$ cat src/rtl/muldiv_hilo_ctrl.sv
// Iterative multiply/divide sequencer owning the HI/LO pair: WIDTH-step shift-add
// multiply or restoring divide, with MTHI/MTLO writes and a busy/done handshake.
module muldiv_hilo_ctrl #(
  parameter int WIDTH = 32
) (
  input  logic             clk,
  input  logic             reset,
  input  logic             start,
  input  logic [2:0]       op,
  input  logic [WIDTH-1:0] rs,
  input  logic [WIDTH-1:0] rt,
  output logic             busy,
  output logic             done,
  output logic [WIDTH-1:0] hi,
  output logic [WIDTH-1:0] lo
);

  localparam int CW = (WIDTH > 1) ? $clog2(WIDTH) : 1;
  localparam logic [CW-1:0] CNT_LAST = CW'(WIDTH - 1);

  localparam logic [2:0] OP_MULT  = 3'b000;
  localparam logic [2:0] OP_MULTU = 3'b001;
  localparam logic [2:0] OP_DIV   = 3'b010;
  localparam logic [2:0] OP_DIVU  = 3'b011;
  localparam logic [2:0] OP_MTHI  = 3'b100;
  localparam logic [2:0] OP_MTLO  = 3'b101;

  typedef enum logic [1:0] {
    S_IDLE,
    S_RUN,
    S_FINISH
  } state_e;

  state_e              state_q, state_d;
  logic [CW-1:0]       cnt_q, cnt_d;
  logic [2*WIDTH-1:0]  acc_q, acc_d;
  logic [WIDTH-1:0]    a_q, a_d;      // |multiplicand|, or |dividend| shifted out MSB first
  logic [WIDTH-1:0]    b_q, b_d;      // |multiplier| shifted out LSB first, or |divisor|
  logic                is_div_q, is_div_d;
  logic                sign_a_q, sign_a_d;
  logic                sign_b_q, sign_b_d;
  logic [WIDTH-1:0]    hi_q, hi_d;
  logic [WIDTH-1:0]    lo_q, lo_d;
  logic                done_q, done_d;

  // Datapath for one iteration of each algorithm.
  logic [WIDTH:0]      mul_sum;
  logic [WIDTH:0]      div_trial;
  logic [WIDTH:0]      div_diff;
  logic                div_ge;
  logic [WIDTH-1:0]    div_rem;
  logic [2*WIDTH-1:0]  prod_fix;
  logic [WIDTH-1:0]    quo;
  logic [WIDTH-1:0]    rem;

  assign mul_sum   = {1'b0, acc_q[2*WIDTH-1:WIDTH]} + (b_q[0] ? {1'b0, a_q} : '0);
  assign div_trial = {acc_q[2*WIDTH-1:WIDTH], a_q[WIDTH-1]};
  assign div_ge    = (div_trial >= {1'b0, b_q});
  assign div_diff  = div_trial - {1'b0, b_q};
  assign div_rem   = div_ge ? div_diff[WIDTH-1:0] : div_trial[WIDTH-1:0];

  assign quo      = acc_q[WIDTH-1:0];
  assign rem      = acc_q[2*WIDTH-1:WIDTH];
  assign prod_fix = (sign_a_q ^ sign_b_q) ? -acc_q : acc_q;

  always_comb begin
    // NOTE: every _d starts from its _q so no path through the case leaves a
    // signal unassigned, which would otherwise infer a latch.
    state_d  = state_q;
    cnt_d    = cnt_q;
    acc_d    = acc_q;
    a_d      = a_q;
    b_d      = b_q;
    is_div_d = is_div_q;
    sign_a_d = sign_a_q;
    sign_b_d = sign_b_q;
    hi_d     = hi_q;
    lo_d     = lo_q;
    done_d   = 1'b0;

    unique case (state_q)
      S_IDLE: begin
        if (start) begin
          unique case (op)
            OP_MULT, OP_MULTU, OP_DIV, OP_DIVU: begin
              sign_a_d = ~op[0] & rs[WIDTH-1];
              sign_b_d = ~op[0] & rt[WIDTH-1];
              a_d      = sign_a_d ? -rs : rs;
              b_d      = sign_b_d ? -rt : rt;
              is_div_d = op[1];
              acc_d    = '0;
              cnt_d    = '0;
              state_d  = S_RUN;
            end
            OP_MTHI: hi_d = rs;
            OP_MTLO: lo_d = rs;
            default: ;
          endcase
        end
      end

      S_RUN: begin
        if (is_div_q) begin
          acc_d = {div_rem, acc_q[WIDTH-2:0], div_ge};
          a_d   = a_q << 1;
        end else begin
          acc_d = {mul_sum, acc_q[WIDTH-1:1]};
          b_d   = b_q >> 1;
        end
        cnt_d = cnt_q + 1'b1;
        if (cnt_q == CNT_LAST) begin
          cnt_d   = '0;
          state_d = S_FINISH;
        end
      end

      S_FINISH: begin
        if (is_div_q) begin
          // With a zero divisor every trial subtract succeeds, so rem already
          // holds |rs| and the signed fix-up restores the raw dividend.
          lo_d = (b_q == '0) ? '1 : ((sign_a_q ^ sign_b_q) ? -quo : quo);
          hi_d = sign_a_q ? -rem : rem;
        end else begin
          {hi_d, lo_d} = prod_fix;
        end
        done_d  = 1'b1;
        state_d = S_IDLE;
      end

      default: state_d = S_IDLE;
    endcase
  end

  // NOTE: state registers use non-blocking assignments so every flop samples
  // the pre-edge value of its _d regardless of statement order.
  always_ff @(posedge clk or posedge reset) begin
    if (reset) begin
      state_q  <= S_IDLE;
      cnt_q    <= '0;
      acc_q    <= '0;
      a_q      <= '0;
      b_q      <= '0;
      is_div_q <= 1'b0;
      sign_a_q <= 1'b0;
      sign_b_q <= 1'b0;
      hi_q     <= '0;
      lo_q     <= '0;
      done_q   <= 1'b0;
    end else begin
      state_q  <= state_d;
      cnt_q    <= cnt_d;
      acc_q    <= acc_d;
      a_q      <= a_d;
      b_q      <= b_d;
      is_div_q <= is_div_d;
      sign_a_q <= sign_a_d;
      sign_b_q <= sign_b_d;
      hi_q     <= hi_d;
      lo_q     <= lo_d;
      done_q   <= done_d;
    end
  end

  assign busy = (state_q != S_IDLE);
  assign done = done_q;
  assign hi   = hi_q;
  assign lo   = lo_q;

endmodule

$ cat config.mk
export PLATFORM = sky130hd
export DESIGN_NAME = muldiv_hilo_ctrl
export DESIGN_NICKNAME = d
export VERILOG_FILES = /design/src/rtl/muldiv_hilo_ctrl.sv
export SDC_FILE = /design/constraint.sdc
export NUM_CORES = 1
export LEC_CHECK = 0
export CAP_MARGIN = 25
export CORE_MARGIN = 2
export CORE_UTILIZATION = 50
export DETAILED_ROUTE_END_ITERATION = 10
export PLACE_DENSITY = 0.71
export SETUP_SLACK_MARGIN = 0.02
export SLEW_MARGIN = 10
export SYNTH_ARGS = -nofsm -noshare
export SYNTH_HDL_FRONTEND = slang
export SYNTH_SLANG_ARGS = --single-unit
$ cat constraint.sdc
create_clock -name clk -period 17 [get_ports clk]
set_clock_uncertainty 0.15 [all_clocks]
set_input_delay 4.25 -clock clk [delete_from_list [all_inputs] [get_ports clk]]
set_output_delay 4.25 -clock clk [all_outputs]
set_load 0.02 [all_outputs]
### After elaboration in Yosys (flattened, before gate mapping)

Cells that the tools add are included.

* bitwise logic cells: 4
* $lt $le $gt $ge: 1
* mux-type cells: 37
* reduce and logical (&&, ||, !) cells: 14
* equality and inequality tests: 15
* add/sub/neg operators: 8

Operators by type and width (count)
* two-way mux 32 bit: 19
* two-way mux 64 bit: 4
* one-hot mux 32 bit (2 select lines): 4
* negation 32 bit: 4
* one-hot mux 64 bit (2 select lines): 1
* negation 64 bit: 1
* adder 32 x 32 -> 33 bit: 1
* greater-or-equal comparator 33 x 32 -> 1 bit: 1
* logical NOT 32 bit: 1
* subtractor 32 bit: 1
* two-way mux 5 bit: 3
* AND reduction 3 bit: 5
* one-hot mux 5 bit (2 select lines): 1
* != test 2 bit (second input constant): 4
* AND reduction 4 bit: 2
* == test 3 x 2 -> 1 bit (second input constant): 2
* == test 3 bit (second input constant): 2
* two-way mux 2 bit: 3
* != test 2 x 1 -> 1 bit (second input constant): 3
* nonzero test 2 bit: 3
* adder 5 x 1 -> 5 bit (second input constant): 1
* == test 5 bit (second input constant): 1
* one-hot mux 2 bit (2 select lines): 1
* OR reduction 4 bit: 1
* 9 further kinds: 10

* logic and storage cells: 90
* flip-flop bits (word level): 203
* output and inout bits: 66

### Logic depth before layout (Yosys ltp)

Gate-level depths: netlist of the first run.

* word-level depth: 6
* gate-level depth with buffers: 14

### Least setup slack after synthesis of the first run

OpenSTA, ideal clock, no wires.

* path kind: input to register
* start: input port rs[2]
* end: register a_q[29]
* path slack: 10.313 ns
* stages: 10
* arrival: 6.404 ns
* setup time: 0.133 ns
* path buffers: 1
* cell sequence: clkbuf_1 > or4_1 > nor4_1 > and2_1 > nor4b_2 > a31oi_1 > xnor2_1 > nor2_1 > a21oi_1 > o21ai_0

* longest elaborated chain between the ends: 5

RTL lines
* start: declaration: RTL line 10 `input logic [WIDTH-1:0] rs,`
* negation 32 bit: RTL line 88 `a_d = sign_a_d ? -rs : rs;`
* two-way mux 32 bit: RTL line 88
* two-way mux 32 bit: RTL line 84 `unique case (op)`
* two-way mux 32 bit: RTL line 83 `if (start) begin`
* one-hot mux 32 bit (2 select lines): RTL line 81 `unique case (state_q)`
* end signal: assignment: RTL line 141 `a_q <= '0;`
* end signal: assignment: RTL line 153 `a_q <= a_d;`
* end: declaration: RTL line 37 `logic [WIDTH-1:0] a_q, a_d;`

Every way passes these cells. The select of a mux whose other input is x is not followed.
A chain may end at the register's enable or synchronous reset.

### Worst setup path in the final report of the first run

* start: input port rs[6]
* end: register a_q[29]

The elaborated chain is that of the path after synthesis.

==> impl_results.rst, run 1 <==
.. list-table::
   :header-rows: 1

   * - Metric
     - Value
   * - Clk slew on worst S/H paths
     - about 0.06 ns
   * - Syn avg cell area
     - 8.02 um2
   * - Total standard cell area after synthesis
     - 15600 um2
   * - Crit Path Max Fanout
     - 7
   * - Global-route wire length before repair
     - approximately 80 mm
   * - Maximum number of pins on one net before global-route repair
     - around 130
   * - Status
     - finished, final reports clean
   * - Post-Layout Inst Area
     - 18200 um2
   * - Net count of the finished layout
     - 2153
   * - Length in cells of the worst reg-to-reg path
     - 13
   * - Number of instances in the synthesized netlist
     - 1940
   * - Routed via count divided by cell count
     - between 6 and 7
   * - Setup TNS after final layout
     - 0 ns
   * - Average wire per cell in the routed design
     - 20.8 um
   * - Pwr dens
     - 212 nW/um2
   * - CTS tree
     - built
   * - Kind of end point of the critical path
     - flop
   * - Count of different cell masters after synthesis
     - 74
   * - Worst Path Required
     - 17.25 ns
   * - Path class of the lowest-slack min-delay path
     - flop to flop
   * - Static leakage
     - about 7.6 nW
   * - Sum of net half-perimeters after detailed placement
     - 37.3 mm
   * - Grt total ovfl
     - 0
   * - X dimension of the die
     - 180 um
   * - Detailed router's first-iteration violation count
     - 1550
   * - Site Rows
     - 64
   * - Number of antenna diodes
     - 0
   * - Placed instance area
     - between 15000 and 20000 um2
   * - Number of warnings issued by yosys
     - 0
   * - Sink of the worst hold path
     - lo[12]
   * - Vias post-DR
     - ~15000
   * - Sw Pwr
     - approximately 1.9 mW
   * - Fill cell total of the finished layout
     - between 2000 and 3000
   * - Area overhead of the layout relative to synthesis
     - 16.7%
   * - Maximum buffer depth of the clock tree
     - 3
   * - Number of input and output port buffers inserted
     - 135
   * - Highest achievable clock rate
     - 0.138 GHz
   * - Number of search-and-repair iterations in the first detailed-routing pass
     - 6
   * - Proportion of layout cells with a drive suffix above 1
     - 4.64%
   * - Switching share of power
     - 48.2%
   * - Core area
     - 30600 um2
   * - Part of the power in registers
     - 25.6%
   * - Number of clock buffers inserted by TritonCTS
     - 25
   * - IR drop worst, VDD
     - 0.000101 V
   * - Total internal power
     - 1.99 mW
   * - Gp weighted congestion
     - 0.948
   * - Hold Buf Count CTS
     - 0
   * - Post-synthesis sequential area ratio
     - 32.6%
   * - Ports
     - 136
   * - Instance count along the most critical hold path
     - 2
   * - Post-route fraction of the period consumed by the critical path
     - 42.5%
   * - Global routing usage summed across all routing layers
     - a little under a third
   * - Most used DFF post-synth
     - sky130_fd_sc_hd__dfrtp_1
   * - Chip Height
     - between 150 and 200 um
   * - Part of the power in combinational logic
     - between 50% and 60%
   * - Antenna-violating nets left
     - 0
   * - Worst slew slack as a fraction of its limit
     - 23.5%
   * - Fraction of registers with async set/reset
     - 100%
   * - Clock period minus final worst setup slack
     - 7.22 ns
   * - Buffer count from post-CTS setup fixing
     - 0
   * - Worst-skew pair later-pin latency
     - 0.53 ns
   * - Worst setup path category
     - primary input to flop
   * - Setup slack on the worst flop-to-flop path
     - 12.74 ns
   * - RSZ-0062 raised after global routing
     - no
   * - Die area
     - between 30000 and 40000 um2
   * - Detailed Route WL
     - roughly 50 mm
   * - Number of nets in the synthesized netlist
     - between 2000 and 2500
   * - Reg2Reg Capture Point
     - acc_q[62]
   * - H-Tree Level Count
     - 1
   * - Max Slew Vio Count
     - 0
   * - Worst Max-Slew Pin Slew
     - ~1.1 ns
   * - DRC violations left
     - 0
   * - Final setup vio count
     - 0
   * - Count of max-cap constraint violations
     - 0
   * - Number of global-route vias before repair
     - 13925
   * - Count of flip-flops with a built-in enable after synthesis
     - 0
   * - Yosys reg bits
     - approximately 200
   * - Startpoint of the worst-slack reg-to-reg timing path
     - a_q[31]
   * - Signal arrival time at the worst endpoint
     - 7.48 ns
   * - Hold violation count in the final report
     - 0
   * - Cell at the root of the clock tree
     - sky130_fd_sc_hd__clkbuf_16
   * - Initial standard-cell utilization of the core
     - 50.9%
   * - Sink count of the clock tree
     - 203
   * - Quantity of gates resized following cts
     - 0
   * - Clock Power Share
     - approximately 15%
   * - Element type at the critical path start
     - primary input
   * - Start point of the worst min-delay path
     - lo[12]
   * - Antenna violations before repair
     - 0
routing by layer:
metal  GRT usage (%)  wire, um  vias up
met4            7.94      1380        0
met1            45.9     23300     7142
met2            45.5     21400      706
met5               0         0        -
met3            4.89      4530       71
li1                -         -     7176
final cells by class:
class,instances,area (um2),area share (%)
timing repair buffer,157,1590,8.77
multi-input combinational,1556,9840,54.1
clock buffer,39,768,4.23
sequential,203,5080,28.0
clock inverter,6,134,0.737
tap,396,495,2.73
inverter,67,259,1.43
worst max path at each step:
stage           from  endpoint  slack, ns  depth (start not counted)
2_1_floorplan  reset    a_q[0]       7.06                          1
3_3_place_gp   rs[8]   a_q[29]       9.31                         10
3_5_place_dp   rs[8]   a_q[25]       9.35                         10
4_1_cts        rs[8]   a_q[29]       9.90                         10
5_1_grt        rs[6]   a_q[26]       9.56                         10
6_report       rs[6]   a_q[29]       9.78                         10
worst max-delay path, stage by stage:
cell                              delay [ns]
sky130_fd_sc_hd__clkdlybuf4s50_1        0.59
sky130_fd_sc_hd__or4_1                  0.60
sky130_fd_sc_hd__nor4_1                 0.52
sky130_fd_sc_hd__and2_1                 0.34
sky130_fd_sc_hd__nor4b_2                0.52
sky130_fd_sc_hd__a31oi_1                0.20
sky130_fd_sc_hd__xnor2_1                0.18
sky130_fd_sc_hd__nor2_1                 0.05
sky130_fd_sc_hd__a21oi_1                0.13
sky130_fd_sc_hd__o21ai_0                0.08
registers in the layout (all words and copies together), names as in the netlist:
register	flops
is_div_q	1
a_q	32
hi	32
state_q	2
sign_a_q	1
lo	32
done	1
sign_b_q	1
b_q	32
acc_q	64
cnt_q	5
layout by cell type, fill, tap and decap left out, types with 26 or more instances in the layout:
cell type	n
sky130_fd_sc_hd__mux2i_1	41
sky130_fd_sc_hd__nor3_1	47
sky130_fd_sc_hd__o21ai_0	223
sky130_fd_sc_hd__a21oi_1	170
sky130_fd_sc_hd__o211ai_1	41
sky130_fd_sc_hd__xnor2_1	89
sky130_fd_sc_hd__o22ai_1	39
sky130_fd_sc_hd__nand2_1	204
sky130_fd_sc_hd__inv_1	65
sky130_fd_sc_hd__nor2_1	146
sky130_fd_sc_hd__and2_1	39
sky130_fd_sc_hd__ha_1	71
sky130_fd_sc_hd__nand3_1	30
sky130_fd_sc_hd__dfrtp_1	202
sky130_fd_sc_hd__xor2_1	75
sky130_fd_sc_hd__clkdlybuf4s50_1	135
sky130_fd_sc_hd__o31ai_1	26
sky130_fd_sc_hd__a21o_1	36
sky130_fd_sc_hd__a211oi_1	28
per-stage QoR:
step / cells / total power, mW / utilization, % / hold WS [ns] / worst slack [ns]
floorplan: 1940 / 2.50 / - / 0.309 / 7.06
global placement: 2374 / 3.14 / 56.1 / 0.313 / 9.31
detailed placement: 2375 / 3.19 / 56.1 / 0.320 / 9.35
CTS: 2420 / 3.79 / 59.1 / 0.333 / 9.90
global route: 2424 / 4.13 / 59.4 / 0.346 / 9.56
finish: 2424 / 3.85 / 59.4 / 0.324 / 9.78
synth_stat cells, types with 20 or more instances:
cell type,n,area (um2)
sky130_fd_sc_hd__a211oi_1,28,210
sky130_fd_sc_hd__a21o_1,36,270
sky130_fd_sc_hd__a21oi_1,170,851
sky130_fd_sc_hd__a22oi_1,20,150
sky130_fd_sc_hd__and2_1,39,244
sky130_fd_sc_hd__clkbuf_1,92,345
sky130_fd_sc_hd__dfrtp_1,203,5080
sky130_fd_sc_hd__ha_1,71,888
sky130_fd_sc_hd__inv_1,67,251
sky130_fd_sc_hd__mux2i_1,41,410
sky130_fd_sc_hd__nand2_1,204,766
sky130_fd_sc_hd__nand3_1,30,150
sky130_fd_sc_hd__nor2_1,148,556
sky130_fd_sc_hd__nor3_1,47,235
sky130_fd_sc_hd__nor4_1,23,144
sky130_fd_sc_hd__o211ai_1,41,308
sky130_fd_sc_hd__o21ai_0,223,1120
sky130_fd_sc_hd__o22ai_1,39,244
sky130_fd_sc_hd__o31ai_1,26,195
sky130_fd_sc_hd__or3_1,21,131
sky130_fd_sc_hd__xnor2_1,89,780
sky130_fd_sc_hd__xor2_1,75,657
logic make-up (layout without fill, tap and decap cells):
group,Yosys count,in the layout,synth area share (%)
compound gates,669,669,26.1
simple gates,606,606,18.7
mux,44,44,2.85
buf+inv,181,269,4.50
xor+xnor,164,164,9.23
fa+ha+maj,73,73,5.96
flops,203,203,32.6
power by group through the flow:
stage          Combinational, mW  Clock, mW  Sequential (mW)
2_1_floorplan               1.57          0            0.932
3_3_place_gp                2.16          0            0.978
3_5_place_dp                2.20          0            0.988
4_1_cts                     2.22      0.591            0.981
5_1_grt                     2.51      0.612             1.01
6_report                    2.28      0.585            0.984
(Power assumes the default switching activity.)
==> run 2: changes to the inputs <==
--- a/config.mk
+++ b/config.mk
@@ -9,7 +9,7 @@
 export CORE_MARGIN = 2
 export CORE_UTILIZATION = 50
 export DETAILED_ROUTE_END_ITERATION = 10
-export PLACE_DENSITY = 0.71
+export PLACE_DENSITY = 0.73
 export SETUP_SLACK_MARGIN = 0.02
 export SLEW_MARGIN = 10
 export SYNTH_ARGS = -nofsm -noshare
==> constraint.sdc (replaced) <==
create_clock -name clk -period 6.05 [get_ports clk]
set_clock_uncertainty 0.15 [all_clocks]
set_input_delay 1.5125 -clock clk [delete_from_list [all_inputs] [get_ports clk]]
set_output_delay 1.5125 -clock clk [all_outputs]
set_load 0.02 [all_outputs]
==> impl_results.rst, run 2 (synthesized netlist as in run 1, its figures left out) <==
.. list-table::
   :header-rows: 1

   * - Metric
     - Value
   * - Status
     - finished, final reports clean
   * - Setup TNS after final layout
     - 0 ns
   * - Routed via count divided by cell count
     - 6.22
   * - Crit Path Max Fanout
     - 6
   * - Post-route fraction of the period consumed by the critical path
     - 75.6%
   * - Pwr dens
     - around 590 nW/um2
   * - Worst slew slack as a fraction of its limit
     - 34.4%
   * - Worst Max-Slew Pin Slew
     - 0.984 ns
   * - Detailed Route WL
     - 49.5 mm
   * - Signal arrival time at the worst endpoint
     - 4.81 ns
   * - Gp weighted congestion
     - between 0.9 and 1
   * - Highest achievable clock rate
     - 0.219 GHz
   * - CTS tree
     - built
   * - Site Rows
     - between 60 and 70
   * - Number of global-route vias before repair
     - 13846
   * - Ports
     - 136
   * - Average wire per cell in the routed design
     - roughly 20 um
   * - Max Slew Vio Count
     - 0
   * - Most common cell after layout, fill and taps aside
     - sky130_fd_sc_hd__o21ai_0
   * - Buffer count from post-CTS setup fixing
     - 0
   * - IR drop worst, VDD
     - 0.000336 V
   * - Clock period minus final worst setup slack
     - 4.57 ns
   * - Initial standard-cell utilization of the core
     - 50.9%
   * - Maximum number of pins on one net before global-route repair
     - 118
   * - Count of non-filler cells in the finished layout
     - approximately 2400
   * - X dimension of the die
     - 180 um
   * - Max stage delay cell, worst path
     - sky130_fd_sc_hd__nor4_1
   * - Core area
     - 30600 um2
   * - Kind of end point of the critical path
     - flop
   * - Quantity of gates resized following cts
     - 0
   * - Number of input and output port buffers inserted
     - 135
   * - Path class of the lowest-slack min-delay path
     - flop to flop
   * - Number of clock buffers inserted by TritonCTS
     - 24
   * - CP Cell Sequence
     - clkdlybuf4s50_1 -> or4_1 -> nor4_1 -> and2_1 -> nor4b_2 -> a31oi_1 -> xnor2_1 -> nor2_1 -> a21oi_1 -> o21ai_0
   * - Detailed router's first-iteration violation count
     - 1436
   * - Antenna-violating nets left
     - 0
   * - Chip Height
     - roughly 180 um
   * - Global routing usage summed across all routing layers
     - 29.6%
   * - Number of search-and-repair iterations in the first detailed-routing pass
     - 5
   * - Proportion of layout cells with a drive suffix above 1
     - 4.63%
   * - Global-route wire length before repair
     - between 70 and 80 mm
   * - Static leakage
     - between 7 and 8 nW
   * - Most frequent cells in the layout
     - 223 x sky130_fd_sc_hd__o21ai_0, 204 x sky130_fd_sc_hd__nand2_1, 202 x sky130_fd_sc_hd__dfrtp_1
   * - Worst-skew pair later-pin latency
     - around 0.54 ns
   * - Vias post-DR
     - between 15000 and 20000
   * - Count of max-cap constraint violations
     - 0
   * - Net count of the finished layout
     - between 2000 and 2500
   * - Cell at the root of the clock tree
     - sky130_fd_sc_hd__clkbuf_16
   * - Grt total ovfl
     - 0
   * - Final setup vio count
     - 0
   * - Register with the most flip-flops
     - acc_q
   * - Hold Buf Count CTS
     - 0
   * - Sum of net half-perimeters after detailed placement
     - 37.0 mm
   * - Die area
     - between 30000 and 40000 um2
   * - H-Tree Level Count
     - 1
   * - Placed cell count
     - 2379
   * - Worst setup path category
     - primary input to flop
   * - RSZ-0062 raised after global routing
     - no
   * - Slowest cell delay on critical path
     - roughly 0.66 ns
   * - Area overhead of the layout relative to synthesis
     - 16.2%
   * - Hold violation count in the final report
     - 0
   * - Sink count of the clock tree
     - between 200 and 250
   * - Clk slew on worst S/H paths
     - 0.06 ns
   * - Number of antenna diodes
     - 0
   * - Worst Path Required
     - 6.28 ns
   * - Antenna violations before repair
     - 0
   * - Element type at the critical path start
     - primary input
   * - DRC violations left
     - 0
   * - Maximum buffer depth of the clock tree
     - 3
   * - Max reg flops
     - 64
## run 2: metal layers
metal / vias up / track usage, % / part of all wire (%)
li1: 7182 / - / -
met1: 7149 / 44.1 / 46
met2: 686 / 44.5 / 43
met3: 77 / 3.94 / 8.3
met4: 0 / 9.35 / 3.1
met5: - / 0 / 0
## run 2: path summary, 6_finish.rpt
path / startpoint / end / slack, ns / depth (start not counted)
min reg2reg: lo[10] / lo[10] / 0.33 / 2
max: rs[4] / a_q[29] / 1.48 / 10
max in group asynchronous: reset / is_div_q / 3.39 / 3
min: lo[10] / lo[10] / 0.33 / 2
max reg2reg: a_q[31] / acc_q[62] / 1.80 / 13
min in group asynchronous: reset / a_q[26] / 1.28 / 2
## run 2: final cells by class
type	count	area, um2
clock buffer	33	664
multi-input combinational	1556	9840
timing repair buffer	160	1620
tap	396	495
fill	2785	12500
inverter	67	255
clock inverter	10	145
sequential	203	5080
## run 2: report_power, final
group	internal (mW)	total [mW]	leakage, nW	switching (mW)
logic	2.63	6.36	4.68	3.73
clock network	0.898	1.51	0.390	0.613
registers	1.95	2.77	2.52	0.821
total	5.48	10.6	7.59	5.17
## run 2: through the flow
step | hold WS (ns) | cell area [um2] | power (mW) | util (%) | setup WS (ns)
2_1_floorplan | 0.309 | 15600 | 7.02 | - | 1.76
3_5_place_dp | 0.320 | 17200 | 8.91 | 56.3 | 1.07
5_1_grt | 0.359 | 18100 | 11.4 | 59.2 | 1.30
6_report | 0.328 | 18100 | 10.6 | 59.2 | 1.48
4_1_cts | 0.333 | 18000 | 10.5 | 58.9 | 1.53
3_3_place_gp | 0.312 | 17200 | 8.73 | 56.2 | 1.10
## run 2: worst max-delay path, delay by kind of cell
| family | cells | cell delay, ns |
|---|---|---|
| xor+xnor | 1 | 0.19 |
| compound gates | 3 | 0.41 |
| simple gates | 5 | 2.15 |
| buf+inv | 1 | 0.54 |
==> run 3: changes to the inputs <==
--- a/config.mk
+++ b/config.mk
@@ -9,7 +9,7 @@
 export CORE_MARGIN = 2
 export CORE_UTILIZATION = 50
 export DETAILED_ROUTE_END_ITERATION = 10
-export PLACE_DENSITY = 0.73
+export PLACE_DENSITY = 0.71
 export SETUP_SLACK_MARGIN = 0.02
 export SLEW_MARGIN = 10
 export SYNTH_ARGS = -nofsm -noshare
==> constraint.sdc (replaced) <==
create_clock -name clk -period 4.6 [get_ports clk]
set_clock_uncertainty 0.15 [all_clocks]
set_input_delay 1.15 -clock clk [delete_from_list [all_inputs] [get_ports clk]]
set_output_delay 1.15 -clock clk [all_outputs]
set_load 0.02 [all_outputs]
==> impl_results.rst, run 3 (synthesized netlist as in run 1, its figures left out) <==
.. list-table::
   :header-rows: 1

   * - Metric
     - Value
   * - Sum of net half-perimeters after detailed placement
     - 38.6 mm
   * - Most frequent cells in the layout
     - 223 x sky130_fd_sc_hd__o21ai_0, 204 x sky130_fd_sc_hd__nand2_1, 202 x sky130_fd_sc_hd__dfrtp_1
   * - Worst setup path category
     - flop to flop
   * - Area overhead of the layout relative to synthesis
     - 18.0%
   * - Post-route fraction of the period consumed by the critical path
     - 88.9%
   * - IR drop worst, VDD
     - 0.000389 V
   * - Setup TNS after final layout
     - 0 ns
   * - Gp weighted congestion
     - 1.00
   * - Register with the most flip-flops
     - acc_q
   * - Slowest cell delay on critical path
     - 0.62 ns
   * - X dimension of the die
     - 180 um
   * - Chip Height
     - 180 um
   * - Hold violation count in the final report
     - 0
   * - Maximum number of pins on one net before global-route repair
     - 93
   * - Buffer count from post-CTS setup fixing
     - 0
   * - DRC violations left
     - 0
   * - Worst Max-Slew Pin Slew
     - 1.00 ns
   * - Part of the power in combinational logic
     - 60.0%
   * - Number of search-and-repair iterations in the first detailed-routing pass
     - 6
   * - Clk slew on worst S/H paths
     - 0.06 ns
   * - Number of clock buffers inserted by TritonCTS
     - 25
   * - Vias post-DR
     - 15197
   * - Max stage delay cell, worst path
     - sky130_fd_sc_hd__dfrtp_1
   * - Final setup vio count
     - 0
   * - Antenna violations before repair
     - 0
   * - Status
     - finished, final reports clean
   * - Element type at the critical path start
     - flop
   * - Maximum buffer depth of the clock tree
     - 3
   * - RSZ-0062 raised after global routing
     - no
   * - Number of antenna diodes
     - 0
   * - Quantity of gates resized following cts
     - 0
   * - CP Cell Sequence
     - buf_4 -> and2_1 -> ha_1 -> a211oi_1 -> nand2_1 -> a221o_1 -> a41oi_1 -> o21a_1 -> o21ai_0 -> a211oi_1 -> o21ai_0 -> a221o_1
   * - Detailed router's first-iteration violation count
     - 1458
   * - Kind of end point of the critical path
     - flop
   * - Routed via count divided by cell count
     - 6.19
   * - Worst Path Required
     - between 4 and 5 ns
   * - Cell at the root of the clock tree
     - sky130_fd_sc_hd__clkbuf_16
   * - Signal arrival time at the worst endpoint
     - 4.36 ns
   * - Grt total ovfl
     - 0
   * - Count of max-cap constraint violations
     - 0
   * - Clock period minus final worst setup slack
     - 4.09 ns
   * - Power consumption
     - 14.2 mW
   * - Site Rows
     - 64
   * - Hold Buf Count CTS
     - 0
   * - Initial standard-cell utilization of the core
     - around 50%
   * - Pwr dens
     - roughly 770 nW/um2
   * - Worst slew slack as a fraction of its limit
     - about a third
   * - Net count of the finished layout
     - 2184
   * - H-Tree Level Count
     - 1
   * - Ports
     - 136
   * - Sink count of the clock tree
     - 203
   * - Proportion of layout cells with a drive suffix above 1
     - 6.07%
   * - Fill cell total of the finished layout
     - 2752
   * - Switching share of power
     - slightly below 50%
   * - Most common cell after layout, fill and taps aside
     - sky130_fd_sc_hd__o21ai_0
   * - CTS tree
     - built
   * - Core area
     - between 30000 and 40000 um2
   * - Max reg flops
     - 64
   * - Antenna-violating nets left
     - 0
   * - Highest achievable clock rate
     - 0.245 GHz
   * - Crit Path Max Fanout
     - 23
   * - Static leakage
     - 7.77 nW
   * - Total internal power
     - between 7 and 8 mW
   * - Global routing usage summed across all routing layers
     - 30.5%
   * - Global-route wire length before repair
     - 79.4 mm
   * - Minimum hold slack
     - 0.322 ns
   * - Average wire per cell in the routed design
     - 20.9 um
   * - Path class of the lowest-slack min-delay path
     - flop to flop
   * - Worst-skew pair later-pin latency
     - about 0.54 ns
   * - Max Slew Vio Count
     - 0
   * - Die area
     - 32600 um2
   * - Sw Pwr
     - 6.87 mW
   * - Part of the power in registers
     - about 25%
   * - Number of input and output port buffers inserted
     - 135
   * - Detailed Route WL
     - 51.2 mm
   * - Number of global-route vias before repair
     - 13905
   * - Clock Power Share
     - 14.9%
run 3: cell types whose count changed in the layout (fill, tap and decap cells not counted):
| cell | delta |
|---|---|
| sky130_fd_sc_hd__clkinvlp_4 | -1 |
| sky130_fd_sc_hd__inv_16 | +1 |
| sky130_fd_sc_hd__buf_4 | +27 |
| sky130_fd_sc_hd__clkinv_2 | +1 |
| sky130_fd_sc_hd__bufinv_16 | +1 |
| sky130_fd_sc_hd__clkbuf_16 | +1 |
| sky130_fd_sc_hd__buf_12 | +5 |
| sky130_fd_sc_hd__clkbuf_1 | -1 |
| sky130_fd_sc_hd__buf_16 | -3 |
| sky130_fd_sc_hd__clkinv_4 | -1 |
| sky130_fd_sc_hd__clkbuf_8 | +2 |
| sky130_fd_sc_hd__buf_8 | -1 |
| sky130_fd_sc_hd__clkinv_8 | -1 |
run 3: layout make-up:
type                    instances  area [um2]  share of cell area [%]
clock buffers                  35         713                    3.88
clock inverters                10         168                   0.913
well taps                     396         495                    2.70
multi-input cells            1556        9840                    53.5
repair buffers                188        1820                    9.93
flip-flops and latches        203        5080                    27.7
inverters                      67         255                    1.39
run 3: path summary, 6_finish.rpt:
check | start | endpoint | slack (ns) | cells after the start
worst max-delay path | b_q[0] | acc_q[63] | 0.51 | 12
worst min-delay path | lo[12] | lo[12] | 0.32 | 2
max in group asynchronous | reset | b_q[21] | 2.52 | 3
min in group asynchronous | reset | a_q[25] | 1.00 | 2
worst min register to register | lo[12] | lo[12] | 0.32 | 2
worst max register to register | b_q[0] | acc_q[63] | 0.51 | 12
run 3: metrics by stage:
stage / setup WS (ns) / instances / util, % / area [um2]
floorplan: 0.670 / 1940 / - / 15600
global placement: 0.232 / 2408 / 57.1 / 17500
detailed placement: 0.167 / 2408 / 57.1 / 17500
CTS: 0.569 / 2453 / 59.9 / 18300
global route: 0.368 / 2455 / 60.1 / 18400
finish: 0.513 / 2455 / 60.1 / 18400
run 3: power groups by stage:
| stage | Clock (mW) | Sequential, mW | Combinational, mW |
|---|---|---|---|
| floorplan | 0 | 3.45 | 5.79 |
| global placement | 0 | 3.52 | 8.17 |
| detailed placement | 0 | 3.55 | 8.32 |
| CTS | 2.15 | 3.53 | 8.36 |
| global route | 2.22 | 3.66 | 9.39 |
| finish | 2.12 | 3.56 | 8.53 |
run 3: critical path, delay by kind of cell (launching register included):
kind | cells | cell delay, ns
AO/OA/AOI/OAI | 8 | 2.31
adder cells (fa/ha/maj) | 1 | 0.29
AND/OR/NAND/NOR | 2 | 0.26
buffers and inverters | 1 | 0.33
flip-flops | 1 | 0.62
run 3: metal layers:
| metal | routed length (um) | share of wire, % | track usage [%] | vias to the layer above |
|---|---|---|---|---|
| li1 | - | - | - | 7229 |
| met1 | 22800 | 44 | 44.0 | 7206 |
| met2 | 21800 | 43 | 45.9 | 665 |
| met3 | 4790 | 9.4 | 5.80 | 97 |
| met4 | 1870 | 3.7 | 10.5 | 0 |
| met5 | 0 | 0 | 0 | - |
